### config.mk
export PLATFORM = sky130hd
export DESIGN_NAME = lc3_decode
export DESIGN_NICKNAME = d
export VERILOG_FILES = /design/src/rtl/lc3_decode.sv
export SDC_FILE = /design/constraint.sdc
export NUM_CORES = 1
export LEC_CHECK = 0
export ABC_AREA = 1
export BUFFER_PORTS_ARGS = -buffer_cell sky130_fd_sc_hd__buf_4
export CORE_UTILIZATION = 41
export DETAILED_ROUTE_END_ITERATION = 10
export GPL_ROUTABILITY_DRIVEN = 0
export GPL_TIMING_DRIVEN = 0
export PLACE_DENSITY_LB_ADDON = 0.3
export SYNTH_ARGS = -nofsm -noshare
export SYNTH_HDL_FRONTEND = slang
export SYNTH_SLANG_ARGS = --single-unit
### constraint.sdc
create_clock -name clk -period 1.35 [get_ports clk]
set_input_delay 0.0675 -clock clk [delete_from_list [all_inputs] [get_ports clk]]
set_output_delay 0.0675 -clock clk [all_outputs]
set_load 0.03 [all_outputs]
### src/rtl/lc3_decode.sv
// LC3 decode stage: waits MEM_LAT edges after a start, latches the instruction word, splits it into fields.
// Optional illegal-opcode detection is enabled by defining LC3_DECODE_ILLEGAL_EN.
module lc3_decode #(
    parameter int MEM_LAT = 1
) (
    input  logic        clk,
    input  logic        rst,
    input  logic        decode_start,
    input  logic [15:0] instr_in,
    output logic        busy,
    output logic        decode_done,
    output logic [15:0] ir_out,
    output logic [3:0]  opCode_out,
    output logic [2:0]  dr_out,
    output logic [2:0]  sr1_out,
    output logic [2:0]  sr2_out,
    output logic        imm_mode,
    output logic [15:0] imm5_sext,
    output logic [15:0] offset6_sext,
    output logic [8:0]  offset9_out,
    output logic [10:0] offset11_out,
    output logic        jsr_mode,
    output logic [2:0]  br_nzp,
    output logic        illegal_out
);

    typedef enum logic {
        ST_IDLE = 1'b0,
        ST_WAIT = 1'b1
    } state_t;

    localparam logic [3:0] LAT = 4'(MEM_LAT);

    state_t      state;
    logic [3:0]  cnt;
    logic [15:0] ir;

    function automatic logic [15:0] sext5(input logic [4:0] v);
        return {{11{v[4]}}, v};
    endfunction

    function automatic logic [15:0] sext6(input logic [5:0] v);
        return {{10{v[5]}}, v};
    endfunction

    // Handshake FSM: count down the memory latency, then capture the word and pulse done.
    always_ff @(posedge clk) begin
        if (rst) begin
            state       <= ST_IDLE;
            cnt         <= 4'd0;
            ir          <= 16'h0000;
            busy        <= 1'b0;
            decode_done <= 1'b0;
        end else begin
            decode_done <= 1'b0;
            case (state)
                ST_IDLE: begin
                    if (decode_start) begin
                        cnt   <= LAT;
                        busy  <= 1'b1;
                        state <= ST_WAIT;
                    end else begin
                        state <= ST_IDLE;
                    end
                end
                ST_WAIT: begin
                    cnt <= cnt - 4'd1;
                    // Starts arriving here are dropped; the capture happens on the 1->0 step.
                    if (cnt == 4'd1) begin
                        ir          <= instr_in;
                        decode_done <= 1'b1;
                        busy        <= 1'b0;
                        state       <= ST_IDLE;
                    end else begin
                        state <= ST_WAIT;
                    end
                end
                default: begin
                    state <= ST_IDLE;
                    cnt   <= 4'd0;
                    busy  <= 1'b0;
                end
            endcase
        end
    end

    assign ir_out       = ir;
    assign opCode_out   = ir[15:12];
    assign dr_out       = ir[11:9];
    assign sr1_out      = ir[8:6];
    assign sr2_out      = ir[2:0];
    assign imm_mode     = ir[5];
    assign imm5_sext    = sext5(ir[4:0]);
    assign offset6_sext = sext6(ir[5:0]);
    assign offset9_out  = ir[8:0];
    assign offset11_out = ir[10:0];
    assign jsr_mode     = ir[11];
    // Only BR carries a condition mask; an all-zero IR is BR with nzp=000 and never branches.
    assign br_nzp       = (ir[15:12] == 4'b0000) ? ir[11:9] : 3'b000;

`ifdef LC3_DECODE_ILLEGAL_EN
    // 1101 is reserved and 1000 (RTI) is not supported by this core.
    assign illegal_out = (ir[15:12] == 4'b1101) || (ir[15:12] == 4'b1000);
`else
    assign illegal_out = 1'b0;
`endif

endmodule

==> summary.md <==
| Metric | Value |
|---|---|
| Starting Density | `0.439` |
| First-pass GRT wire length | `roughly 5.7 mm` |
| Worst Hold End | `ir_out[15]` |
| CTS tree | `yes` |
| Post-synth top area share | `0.345` |
| Number of global-route vias before repair | `about 1200` |
| Worst Hold Class | `primary input to flop` |
| Post-DP HPWL | `approximately 2.9 mm` |
| Pins Over Slew Limit | `0` |
| Pin count of the biggest net entering global routing | `18` |
| First-pass iteration count of the detailed router | `4` |
| VDD IR max | `~750 uV` |
| Clk buf depth | `2` |
| Cells after Synth | `between 150 and 200` |
| Aggregate global routing overflow | `0` |
| Min cycle time layout | `~1200 ps` |
| Core footprint | `between 3000 and 4000 um^2` |
| Root Driver | `clkbuf_4` |
| Die height | `62.5 um` |
| Required time of the critical path | `approximately 1600 ps` |
| Via/cell ratio | `between 4 and 5` |
| FF-to-FF path depth | `7` |
| Clock latency on the worst-skew pair | `320 ps` |
| Cells on Worst Hold Path | `3` |
| Cell Chain, Critical Path | `inv_1 > ha_1 > clkbuf_4 > nand3_4 > buf_8 > nand3_1 > nand2_1` |
| RR Startpoint | `cnt[1]` |
| Register area share after synthesis | `0.307` |
| Crit start category | `flop` |
| Worst Path Buf+Inv | `3` |
| Kind of critical path | `flop to flop` |
| Fmax | `807 MHz` |
| Fillers | `between 200 and 300` |
| CP peak stage delay | `approximately 350 ps` |
| RSZ-0062 raised after global routing | `no` |
| Slowest cell on crit path | `dfxtp_2` |
| Diodes inserted | `0` |
| Crit path max-delay family | `buffers and inverters` |
| MaxCap Viol Count | `0` |
| Reg2Reg Setup Slack | `110 ps` |
| Combinational Power Share | `0.413` |
| Main area contributors after synthesis | `buf_4 35%, dfxtp_1 31%, nand4_1 6.7%` |
| DR vias | `approximately 1500` |
| Clock Power Share | `0.175` |
| Setup TNS | `0 ps` |
| Final net count | `337` |
| Final period utilization | `0.917` |
| Post-route setup slack | `approximately 110 ps` |
| Initial antenna violation count | `0` |
| Syn nets | `212` |
| Synth warn | `0` |
| GRT Util Overall | `0.183` |
| Post-route antenna net violation count | `0` |
| Worst-path clk slew | `roughly 130 ps` |
| Post-synth design cell area | `1500 um^2` |
| # clock sinks | `23` |
| Sw Share | `0.364` |
| Setup slack at placement | `65.1 ps` |
| IO Port Bufs | `between 100 and 150` |
| Post-Route WL | `approximately 3.9 mm` |
| Ports | `around 110` |
| Status | `finished, final reports clean` |
| Cell Int Power | `1180 uW` |
| H-Tree Depth | `1` |
| Die area | `~3900 um^2` |
| Total power | `around 1900 uW` |
| Power density cells | `737 nW/um^2` |
| TritonCTS Buffers | `3` |
| Register share of total power | `0.412` |
| Final hold viol count | `0` |
| Worst hold start | `instr_in[15]` |
| Site Rows | `21` |
| Static Leak | `0.00148 uW` |
| Routed len/inst | `10.7 um` |
| # setup viols final | `0` |
| DIE WIDTH | `about 62 um` |
| Share of post-route cells with drive strength above 1 | `0.619` |
| P_sw | `677 uW` |
| Avg Inst Size Synth | `around 8 um^2` |
| Yosys reg bits | `23` |
| CP endpoint kind | `flop` |
| Synth area leader | `buf_4` |
| Clock Skew | `4.69 ps` |
| Reg-to-reg endpoint | `ir_out[5]` |
| Initial DRC count | `57` |
| Crit path max fanout | `10` |
| Synth-to-Final Area Change | `68.1%` |
| Crit path arrival time | `roughly 1500 ps` |
| DRC violations left | `0` |
| Distinct cell type count after synthesis | `20` |
==> cell families (layout without fill, tap and decap cells) <==
kind of cell | count (synthesis) | in the layout | share of synthesized area
other cells | 1 | 1 | 0.00250
flops | 23 | 23 | 0.307
compound gates | 6 | 6 | 0.0200
simple gates | 75 | 75 | 0.253
fa+ha+maj | 2 | 2 | 0.0167
buf+inv | 84 | 208 | 0.401
==> cells in the final DEF, fill, tap and decap left out, types with 4 or more instances in the layout <==
master | netlist | routed
a21oi_1 | 4 | 4
buf_4 | 69 | 178
clkbuf_4 | 0 | 4
dfxtp_1 | 23 | 20
dlygate4sd3_1 | 0 | 11
inv_1 | 8 | 8
nand2_1 | 25 | 25
nand3_1 | 16 | 16
nand4_1 | 16 | 16
nor2_1 | 13 | 13
==> synth_stat cells <==
| master | count |
|---|---|
| or2_2 | 1 |
| clkbuf_8 | 1 |
| o21ai_0 | 2 |
| ha_1 | 2 |
| dfxtp_1 | 23 |
| inv_2 | 1 |
| nand3_1 | 16 |
| nand3_4 | 1 |
| nor2_4 | 2 |
| nand4_1 | 16 |
| a21oi_1 | 4 |
| conb_1 | 1 |
| buf_1 | 1 |
| buf_6 | 2 |
| nand2_1 | 25 |
| buf_4 | 69 |
| inv_1 | 8 |
| nor2_1 | 13 |
| buf_2 | 2 |
| nand3_2 | 1 |
==> flip-flops by register name, indices dropped and copies added (netlist names) <==
register and cells:
state 1, ir_out 16, busy 1, decode_done 1, cnt 4
==> worst max path at each step <==
stage	slack, ps	cells after the start	end	start
3_3_place_gp	100	7	ir_out[6]	cnt[1]
2_1_floorplan	190	7	ir_out[5]	cnt[1]
5_1_grt	40	2	imm5_sext[9]	ir_out[4]
3_5_place_dp	70	7	ir_out[11]	cnt[1]
6_report	110	7	ir_out[5]	cnt[1]
4_1_cts	30	7	ir_out[11]	cnt[1]
==> what timing repair did <==
item / CTS / global route
buffers inserted: 0 / 3
hold endpoints to repair: 11 / 1
resized for setup: 2 / 3
hold buffers: 10 / 1
endpoints found under the setup margin: 30 / 8
pin swaps: 0 / 0
==> layer usage <==
metal	global-route usage	wire [um]
met1	0.202	1520
met2	0.332	2010
met3	0.0602	285
met4	0.0523	45
met5	0	0
==> worst register-to-register path: stages, from the launching register on <==
cell and delay (ps):
dfxtp_2 350, inv_1 70, ha_1 140, clkbuf_4 180, nand3_4 110, buf_8 160
nand3_1 70, nand2_1 60
==> power by group through the flow <==
stage / Sequential [uW] / Combinational [uW] / Clock (uW)
finish: 765 / 769 / 325
global route: 774 / 811 / 350
CTS: 766 / 756 / 329
detailed placement: 780 / 732 / 0
global placement: 778 / 719 / 0
floorplan: 818 / 443 / 0
==> area by class of cell <==
type	count	area, um^2	area share
buffer	75	574	0.228
inverter	9	33.8	0.0134
sequential	23	464	0.184
clock buffer	4	26.3	0.0104
tap	46	57.6	0.0228
multi-input combinational	84	438	0.174
timing repair buffer	120	928	0.368
==> through the flow <==
| stage | hold WS [ps] | utilization | cells | area (um^2) |
|---|---|---|---|---|
| 4_1_cts | 0.530 | 0.727 | 357 | 2480 |
| 2_1_floorplan | 137 | - | 191 | 1500 |
| 3_3_place_gp | 275 | 0.689 | 343 | 2350 |
| 3_5_place_dp | 278 | 0.689 | 343 | 2350 |
| 5_1_grt | 8.89 | 0.738 | 361 | 2520 |
| 6_report | 4.29 | 0.738 | 361 | 2520 |
Power figures use the tool's default switching activity.
